### src/rtl/spi_txn_scheduler.sv
// Round-robin scheduler sharing one simple_spi byte master among N_REQ multi-byte requesters.
// Define SPI_SCHED_TIMEOUT_EN to enable the WAIT_RX watchdog (o_err), otherwise o_err stays 0.
module spi_txn_scheduler #(
   parameter int unsigned N_REQ          = 2,
   parameter int unsigned DATA_N_BIT     = 8,
   parameter int unsigned N_SLAVES       = 1,
   parameter int unsigned LEN_BITS       = 4,
   parameter int unsigned TIMEOUT_CYCLES = 1024,
   localparam int unsigned SLV_W = (N_SLAVES > 1) ? $clog2(N_SLAVES) : 1
) (
   input  logic                          i_clk,
   input  logic                          i_sync_rst_n,
   input  logic [N_REQ-1:0]              i_req,
   input  logic [N_REQ*SLV_W-1:0]        i_req_slave,
   input  logic [N_REQ*LEN_BITS-1:0]     i_req_len,
   input  logic [N_REQ*DATA_N_BIT-1:0]   i_req_data,
   output logic [N_REQ-1:0]              o_grant,
   output logic [N_REQ-1:0]              o_data_ack,
   output logic [DATA_N_BIT-1:0]         o_rd_data,
   output logic [N_REQ-1:0]              o_rd_valid,
   output logic [N_REQ-1:0]              o_done,
   output logic [N_REQ-1:0]              o_err,
   output logic [SLV_W-1:0]              o_spi_slave_num,
   output logic [DATA_N_BIT-1:0]         o_spi_tx_data,
   output logic                          o_spi_tx_data_valid,
   input  logic                          i_spi_tx_ready,
   input  logic [DATA_N_BIT-1:0]         i_spi_rx_data,
   input  logic                          i_spi_rx_data_valid
);

   localparam int unsigned OWN_W = $clog2(N_REQ);

   typedef enum logic [1:0] {StIdle, StSend, StWaitRx, StDone} state_e;

   state_e                state_q;
   logic [OWN_W-1:0]      owner_q;
   logic [OWN_W-1:0]      last_q;
   logic [LEN_BITS-1:0]   cnt_q;
   logic [SLV_W-1:0]      slave_q;
   logic [N_REQ-1:0]      grant_q;
   logic [N_REQ-1:0]      ack_q;
   logic [N_REQ-1:0]      rd_valid_q;
   logic [N_REQ-1:0]      done_q;
   logic [N_REQ-1:0]      err_q;
   logic [DATA_N_BIT-1:0] rd_data_q;
   logic [DATA_N_BIT-1:0] tx_data_q;
   logic                  tx_valid_q;

   logic [OWN_W-1:0]      pick;
   logic                  pick_vld;
   logic [N_REQ-1:0]      pick_oh;
   logic [N_REQ-1:0]      owner_oh;
   logic                  tmo_hit;

   // Scan upward from the requester after the last owner, wrapping.
   always_comb begin
      logic [OWN_W-1:0] idx;
      idx      = '0;
      pick     = last_q;
      pick_vld = 1'b0;
      for (int unsigned i = 1; i <= N_REQ; i++) begin
         idx = OWN_W'((32'(last_q) + i) % N_REQ);
         if (!pick_vld && i_req[idx]) begin
            pick_vld = 1'b1;
            pick     = idx;
         end
      end
   end

   assign pick_oh  = N_REQ'(1) << pick;
   assign owner_oh = N_REQ'(1) << owner_q;

`ifdef SPI_SCHED_TIMEOUT_EN
   localparam int unsigned TMO_W = $clog2(TIMEOUT_CYCLES + 1);
   logic [TMO_W-1:0] tmo_q;
   assign tmo_hit = (tmo_q == TMO_W'(TIMEOUT_CYCLES - 1));
`else
   assign tmo_hit = 1'b0;
`endif

   always_ff @(posedge i_clk) begin
      if (!i_sync_rst_n) begin
         state_q    <= StIdle;
         owner_q    <= '0;
         last_q     <= OWN_W'(N_REQ - 1);
         cnt_q      <= '0;
         slave_q    <= '0;
         grant_q    <= '0;
         ack_q      <= '0;
         rd_valid_q <= '0;
         done_q     <= '0;
         err_q      <= '0;
         rd_data_q  <= '0;
         tx_data_q  <= '0;
         tx_valid_q <= 1'b0;
`ifdef SPI_SCHED_TIMEOUT_EN
         tmo_q      <= '0;
`endif
      end else begin
         ack_q      <= '0;
         rd_valid_q <= '0;
         done_q     <= '0;
         err_q      <= '0;
         tx_valid_q <= 1'b0;
         unique case (state_q)
            StIdle: begin
               if (pick_vld) begin
                  owner_q <= pick;
                  slave_q <= i_req_slave[32'(pick)*SLV_W +: SLV_W];
                  cnt_q   <= i_req_len[32'(pick)*LEN_BITS +: LEN_BITS];
                  grant_q <= pick_oh;
                  state_q <= StSend;
               end
            end
            StSend: begin
               if (i_spi_tx_ready) begin
                  tx_data_q  <= i_req_data[32'(owner_q)*DATA_N_BIT +: DATA_N_BIT];
                  tx_valid_q <= 1'b1;
                  ack_q      <= owner_oh;
                  state_q    <= StWaitRx;
`ifdef SPI_SCHED_TIMEOUT_EN
                  tmo_q      <= '0;
`endif
               end
            end
            StWaitRx: begin
               if (i_spi_rx_data_valid) begin
                  rd_data_q  <= i_spi_rx_data;
                  rd_valid_q <= owner_oh;
                  if (cnt_q == '0) begin
                     state_q <= StDone;
                  end else begin
                     cnt_q   <= cnt_q - 1'b1;
                     state_q <= StSend;
                  end
               end else if (tmo_hit) begin
                  err_q   <= owner_oh;
                  state_q <= StDone;
               end else begin
`ifdef SPI_SCHED_TIMEOUT_EN
                  tmo_q <= tmo_q + 1'b1;
`endif
               end
            end
            StDone: begin
               done_q  <= owner_oh;
               last_q  <= owner_q;
               grant_q <= '0;
               state_q <= StIdle;
            end
            default: state_q <= StIdle;
         endcase
      end
   end

   assign o_grant             = grant_q;
   assign o_data_ack          = ack_q;
   assign o_rd_data           = rd_data_q;
   assign o_rd_valid          = rd_valid_q;
   assign o_done              = done_q;
   assign o_err               = err_q;
   assign o_spi_slave_num     = slave_q;
   assign o_spi_tx_data       = tx_data_q;
   assign o_spi_tx_data_valid = tx_valid_q;

endmodule
### config.mk
export PLATFORM = sky130hd
export DESIGN_NAME = spi_txn_scheduler
export DESIGN_NICKNAME = d
export VERILOG_FILES = /design/src/rtl/spi_txn_scheduler.sv
export SDC_FILE = /design/constraint.sdc
export NUM_CORES = 1
export LEC_CHECK = 0
export ABC_AREA = 1
export CAP_MARGIN = 20
export CELL_PAD_IN_SITES_DETAIL_PLACEMENT = 1
export CELL_PAD_IN_SITES_GLOBAL_PLACEMENT = 1
export CORE_MARGIN = 1
export CORE_UTILIZATION = 30
export DETAILED_ROUTE_END_ITERATION = 6
export PLACE_DENSITY = 0.89
export SLEW_MARGIN = 10
export SYNTH_ARGS = -nofsm -noshare
export SYNTH_HDL_FRONTEND = slang
export SYNTH_SLANG_ARGS = --single-unit
### constraint.sdc
create_clock -name i_clk -period 2.55 [get_ports i_clk]
set_clock_uncertainty 0.05 [all_clocks]
set_input_delay 0.6375 -clock i_clk [delete_from_list [all_inputs] [get_ports i_clk]]
set_output_delay 0.6375 -clock i_clk [all_outputs]
set_load 0.03 [all_outputs]
# --- Word-level counts from Yosys, hierarchy flattened ---
# Index checks and enable logic that the tools add are counted.
classes:
  n_addsub: 3
  muxes: 20
  n_reduce_logical: 16
  magnitude_cmp: 2
  shift: 5
  eq_ne: 7
op_table:
  columns: ["op", "n"]
  rows:
  - ["indexed part select 16 x 5 -> 8 bit", 1]
  - ["2-to-1 mux 4 bit", 3]
  - ["AND reduction 2 bit", 6]
  - ["2-to-1 mux 2 bit", 5]
  - ["2-to-1 mux 1 bit", 9]
  - ["AND reduction 3 bit", 3]
  - ["!= test 2 bit (second input constant)", 4]
  - ["case mux 2 bit (4 select lines)", 1]
  - ["case mux 4 bit (2 select lines)", 1]
  - ["indexed part select 8 x 4 -> 4 bit", 1]
  - ["== test 2 bit (second input constant)", 2]
  - ["zero test 4 bit", 1]
  - ["< comparator 1 x 2 -> 1 bit (second input constant)", 2]
  - ["case mux 2 bit (2 select lines)", 1]
  - ["AND reduction 4 bit", 1]
  - ["nonzero test 2 bit", 2]
  - ["left shift 1 x 1 -> 2 bit (first input constant)", 2]
  - ["subtractor 4 x 1 -> 4 bit (second input constant)", 1]
  - ["adder 1 bit (second input constant)", 2]
  - ["== test 2 x 1 -> 1 bit (second input constant)", 1]
  - ["zero test 2 bit", 1]
  - ["indexed part select 2 x 2 -> 1 bit", 1]
  - ["logical AND 1 bit", 1]
  - ["zero test 1 bit", 1]
word_totals:
  output_inout_bits: 28
  ff_bits: 34
  wordCells: 65
  input_bits: 40

# --- Logic depth before layout (Yosys ltp) ---
# Gate-level depths: netlist of run 1.
logic_depth:
  word_depth: 10
  depth_mapped: 10
  mapped_depth_nobuf: 10

# --- Worst setup path after synthesis of run 1 ---
# OpenSTA, ideal clock, no wires.
synth_timing:
  kind: "input-to-reg"
  start: "input i_sync_rst_n"
  end: "register grant_q[0] (netlist: o_grant[0])"
  required_ns: 2.430
  setup_ns: 0.070
  n_path_buf: 2
  cell_stages: 4
  arrival_time_ns: 1.371
  setup_slack_ns: 1.059
  cell_sequence: "clkbuf_1 clkinv_1 clkbuf_1 a21oi_1"
synth_rtl:
  columns: ["element", "line_no", "source"]
  rows:
  - ["from (decl)", "12", "input logic i_sync_rst_n,"]
  - ["to (signal assigned)", "111", "grant_q <= pick_oh;"]
  - ["to (decl)", "40", "logic [N_REQ-1:0] grant_q;"]
# No word-level cell between the ends.

# --- Final worst setup path of run 1 ---
layout_timing:
  start: "register grant_q[1] (netlist: o_grant[1])"
  end: "output o_grant[1]"
layout_rtl:
  columns: ["element", "line_no", "source"]
  rows:
  - ["to (decl)", "17", "output logic [N_REQ-1:0] o_grant,"]
# No word-level cell between the ends.

==> impl_metrics.ini, run 1 <==
[timing]
setup_viol = 0
worstMarginPinSlew_ns = 0.497
rsz0062_at_grt = no
slew_viol_final = 0
fin_hold_ws_ns = 0.418
timing.fmax_mhz = 499
relSlewSlack_pct = 66.8
finalCritPeriodShare_pct = 78.7
period_needed_ns = 2.01
timing.setup.tns_ns = 0
finalHoldViolations = 0

[setup_path]
worstSetupPathType = reg2out
reg2reg_slack_ns = 1.06
timing.rr.start = state_q[1]$_SDFFE_PN0P_
required_ns = 1.86
crit_buf_inv = 1
end_kind = output pin
cp_slowest_cell = clkdlybuf4s50_1
rr_endpoint = o_rd_data[5]$_SDFFE_PN0P_
timing.critical_path.cells = clkdlybuf4s50_1
path_max_fanout = 2
crit_arrival_ns = 1.32
crit_family = buffers and inverters
slowest_delay_ns = 0.69
reg2reg_depth = 5
cp-start-kind = register

[cells_and_area]
register_area_sq_um = 681
fillers = 628
multi_input_area_sq_um = 721
drive_gt1_share_pct = 6.52
fin_util_pct = 48.2
syn_to_final_growth_pct = 52.1
layout.nets = 317
num_antenna_cells = 0
finalNonFillerCells = 343

[global_routing]
grt_overflow_total = 0
antenna_found_initial = 0
grtUsageTotal_pct = 17.4
grt_max_degree = 18
grt_pass1_vias = 1600
grt_pass1_wl_um = 7150

[die]
coreArea_sq_um = 4820
ioPinCount = 68
die_y_um = 73.4
std_cell_rows = 25
die_area_sq_um = 5380
die_x_um = 73.4
start_util_pct = 31.7

[clocking]
ctsHoldBuffers = 0
cts_setup_buffers = 0
clockBufferDepth = 2
cts_made_buffers = 5
cts_resized = 0
path_clk_slew_ns = 0.07
cts_root_buffer = clkbuf_8
htree_levels = 2
cts_sinks = 34
cts_tree = built
clock_latency_ns = 0.28

[routing]
vias = 1619
drt_iter0_markers = 31
drc = 0
wl_met1_um = 1950
dr_wl_met3_um = 246
drt-pass1-iter-count = 4
drt-total-wl_um = 4390
dr.max_layer_used = met4
wl_per_cell_um = 12.8
viasPerCell = 4.72
routed-wl-met2_um = 2130
postRouteAntennaNets = 0

[yosys]
synth_top_area_share_pct = 44.6
synth-edff-count = 0
ys_seq_elements = 34
synthCells = 211
async_flop_share_pct = 0
yosys-top-cells-area = dfxtp_1, nand2_1, nand3_1
synth_cell_type_count = 26
yosysMostFrequentCell = nand2_1
netlist_area_sq_um = 1530
yosys_warnings = 0
synthFlopType = dfxtp_1
yosysSeqAreaShare_pct = 44.6
synth_common_cells = nand2_1, dfxtp_1, nand3_1, nor2_1, inv_1
yosys.area.top_type = dfxtp_1
avgSynthCellArea_sq_um = 7.24

[worst_hold_path]
min_to = o_rd_data[3]$_SDFFE_PN0P_
hold_depth = 2
hp-class = reg2reg
holdCritStartpoint = o_rd_data[3]$_SDFFE_PN0P_

[placed_design]
dp_hpwl_um = 3230
dp_cells = 336
gp_congestion = 0.753
portBuffers = 65

[status]
outcome = finished clean

[power_and_ir_drop]
leakagePower_nw = 0.964
powerDensity_nw_per_um2 = 696
ir_drop_v = 0.000347

[run]
cap_violations = 0
-- where the power goes --
part | switching (mW) | internal (mW) | leakage [nW]
clock network | 0.193 | 0.313 | 0.0573
logic | 0.281 | 0.196 | 0.629
registers | 0.0484 | 0.588 | 0.278
total | 0.523 | 1.10 | 0.964
-- cell families (layout without fill, tap and decap cells) --
kind of cell	Yosys count	after routing	share of synthesized area, %
adders and majority gates	1	1	0.819
buffers and inverters	26	90	8.52
DFF	34	34	44.6
AOI/OAI and AO/OA	33	33	11.7
other	1	2	0.245
and+or+nand+nor	116	116	34.2
-- sequential cells by signal, indices dropped and copies added (netlist names) --
| name | flops |
|---|---|
| owner_q | 1 |
| cnt_q | 4 |
| o_rd_valid | 2 |
| last_q | 1 |
| o_spi_slave_num | 1 |
| o_grant | 2 |
| o_done | 2 |
| o_spi_tx_data | 8 |
| o_data_ack | 2 |
| o_rd_data | 8 |
| state_q | 2 |
| o_spi_tx_data_valid | 1 |
-- through the flow --
stage / instance area (sq um) / setup slack, ns / power [mW]
3_5_place_dp: 2210 / 0.292 / 1.12
3_3_place_gp: 2210 / 0.343 / 1.11
2_1_floorplan: 1530 / 1.06 / 0.943
6_report: 2320 / 0.544 / 1.62
4_1_cts: 2320 / 0.543 / 1.63
5_1_grt: 2320 / 0.450 / 1.71
-- routing by layer --
| metal | up-vias | GRT usage [%] |
|---|---|---|
| met4 | 0 | 5.77 |
| met3 | 5 | 4.66 |
| met2 | 47 | 30.0 |
| met5 | - | 0 |
| li1 | 812 | - |
| met1 | 755 | 21.0 |
-- placed cells by master (no fill, tap or decap), drive strengths merged, types with 2 or more instances in the layout --
cell type	netlist	final
nand2	62	62
clkbuf	5	6
nor3	6	6
nand3	23	23
conb	1	2
buf	5	2
a21oi	12	12
o21ai	11	11
dfxtp	34	34
inv	15	15
clkdlybuf4s50	0	65
a31oi	9	9
nor2	22	22
-- cell type report --
cell class                      count  share of cell area (%)
Sequential cell                    34                    29.3
Clock buffer                        6                    3.55
Inverter                           16                    2.58
Clock inverter                      1                    1.29
Timing Repair Buffer               67                    28.6
Multi-Input combinational cell    152                    31.0
Tap cell                           67                    3.61
-- how the worst max path moves through the flow --
stage	start	end	slack (ns)	cells past startpoint
2_1_floorplan	i_sync_rst_n	o_grant[0]$_SDFFE_PN0P_	1.06	4
3_3_place_gp	i_sync_rst_n	state_q[0]$_SDFFE_PN0P_	0.34	3
3_5_place_dp	i_sync_rst_n	state_q[0]$_SDFFE_PN0P_	0.29	3
4_1_cts	o_grant[0]$_SDFFE_PN0P_	o_grant[0]	0.54	1
5_1_grt	i_sync_rst_n	state_q[0]$_SDFFE_PN0P_	0.45	3
6_report	o_grant[1]$_SDFFE_PN0P_	o_grant[1]	0.54	1
Power figures use the tool's default switching activity.
==> run 2, diff against run 1 <==
--- a/config.mk
+++ b/config.mk
@@ -10,9 +10,9 @@
 export CELL_PAD_IN_SITES_DETAIL_PLACEMENT = 1
 export CELL_PAD_IN_SITES_GLOBAL_PLACEMENT = 1
 export CORE_MARGIN = 1
-export CORE_UTILIZATION = 30
+export CORE_UTILIZATION = 28
 export DETAILED_ROUTE_END_ITERATION = 6
-export PLACE_DENSITY = 0.89
+export PLACE_DENSITY = 0.84
 export SLEW_MARGIN = 10
 export SYNTH_ARGS = -nofsm -noshare
 export SYNTH_HDL_FRONTEND = slang
==> constraint.sdc (replaced) <==
create_clock -name i_clk -period 2 [get_ports i_clk]
set_clock_uncertainty 0.05 [all_clocks]
set_input_delay 0.5 -clock i_clk [delete_from_list [all_inputs] [get_ports i_clk]]
set_output_delay 0.5 -clock i_clk [all_outputs]
set_load 0.03 [all_outputs]
==> run 2 against run 1 <==
  * Hold slack hardly changed
  * Final cell count is 2.9% higher
  * Wire length is 3.5% higher
  * Flip-flop and latch count stayed put
  * Setup slack worse by 0.40 ns
  * Critical path depth stayed put
  * Via count is 0.68% lower
  * Sequential share of layout area is 0.39 points lower
  * Register-to-register slack worse by 0.54 ns
  * Critical path type unchanged
  * Largest cell class unchanged
  * Largest power group unchanged
  * Highest routed layer unchanged
==> impl_metrics.ini, run 2 (synthesized netlist as in run 1, its figures left out) <==
[cells_and_area]
register_area_sq_um = 681
syn_to_final_growth_pct = 54.1
mostFrequentLayoutCells = clkdlybuf4s50_1, nand2_1, dfxtp_1, nand3_1, nor2_1
final_common_cell = clkdlybuf4s50_1
num_antenna_cells = 0
design_area_sq_um = 2350
layout.nets = 323
multi_input_area_sq_um = 721
fillers = 651
drive_gt1_share_pct = 8.83

[placed_design]
dp_hpwl_um = 3520
placed_area_sq_um = 2260
gp_congestion = 0.767
portBuffers = 65

[routing]
vias = 1608
viasPerCell = 4.56
drc = 0
wl_per_cell_um = 12.9
postRouteAntennaNets = 0
drt-pass1-iter-count = 4
drt_iter0_markers = 45
drt-total-wl_um = 4550

[power_and_ir_drop]
powerDensity_nw_per_um2 = 835
leakagePower_nw = 0.983
ir_drop_v = 0.000360
total_power_mw = 1.97

[clocking]
ctsHoldBuffers = 0
clockBufferDepth = 2
cts_sinks = 34
path_clk_slew_ns = 0.07
cts_resized = 0
cts_setup_buffers = 0
clock_latency_ns = 0.28
htree_levels = 2
cts_made_buffers = 5
cts_root_buffer = clkbuf_8
cts_tree = built

[setup_path]
worstSetupPathType = reg2out
cp_slowest_cell = clkdlybuf4s50_1
slowest_delay_ns = 0.69
cp-start-kind = register
reg2reg_depth = 5
worst-path-stages = 1
timing.critical_path.cells = clkdlybuf4s50_1
path_max_fanout = 2
crit_arrival_ns = 1.30
crit_family = buffers and inverters
crit_buf_inv = 1
end_kind = output pin
required_ns = 1.45

[timing]
setup_viol = 0
period_needed_ns = 1.85
timing.setup.tns_ns = 0
finalCritPeriodShare_pct = 92.7
timing.fmax_mhz = 540
slew_viol_final = 0
finalHoldViolations = 0
rsz0062_at_grt = no

[global_routing]
grt_use_met2_pct = 29.8
grtUsageTotal_pct = 16.6
top_usage_layer = met2
grt_overflow_total = 0
grt_max_degree = 17
met1_usage_pct = 19.0
grt_pass1_wl_um = 7080
grt_pass1_vias = 1604
grt_use_met3_pct = 5.03
antenna_found_initial = 0

[die]
die_area_sq_um = 5760
coreArea_sq_um = 5170
std_cell_rows = 26
ioPinCount = 68
die_y_um = 75.9
start_util_pct = 29.5
die_x_um = 75.9

[run]
cap_violations = 0

[status]
outcome = finished clean

[worst_hold_path]
hp-class = reg2reg
hold_depth = 2
-- run 2: cell types whose count changed in the layout (fill, tap and decap cells not counted) --
cell and delta:
buf_4 +6, bufinv_16 -1, clkinv_2 +1, clkinvlp_4 +1
-- run 2: through the flow --
stage          util, %  instances  setup WS [ns]  hold WS (ns)
6_report          45.5        353          0.147         0.418
5_1_grt           45.5        353          0.105         0.448
4_1_cts           45.5        353          0.128         0.425
3_5_place_dp      43.7        345         0.0818         0.414
3_3_place_gp      43.7        345          0.154         0.400
2_1_floorplan        -        212          0.646         0.374
-- run 2: report_power, final --
part / switching (mW) / leakage (nW) / internal [mW]
Sequential: 0.0491 / 0.278 / 0.749
Clock: 0.249 / 0.0472 / 0.276
Combinational: 0.378 / 0.658 / 0.265
-- run 2: area by class of cell --
cell class / count / area share, %
Timing Repair Buffer: 73 / 30.2
Clock inverter: 2 / 0.531
Tap cell: 70 / 3.72
Sequential cell: 34 / 28.9
Clock buffer: 6 / 3.51
Multi-Input combinational cell: 152 / 30.6
Inverter: 16 / 2.55
-- run 2: routing by layer --
layer  share of wire [%]  up-vias
met4                0.70        0
met1                  43      743
met2                  51       38
met5                   0        -
met3                 5.4        4
li1                    -      823
-- run 2: final timing paths --
kind,from,to,slack (ns)
hold / removal,o_rd_data[4]$_SDFFE_PN0P_,o_rd_data[4]$_SDFFE_PN0P_,0.42
hold reg to reg,o_rd_data[4]$_SDFFE_PN0P_,o_rd_data[4]$_SDFFE_PN0P_,0.42
setup / recovery,o_grant[0]$_SDFFE_PN0P_,o_grant[0],0.15
setup reg to reg,state_q[1]$_SDFFE_PN0P_,o_rd_data[7]$_SDFFE_PN0P_,0.52
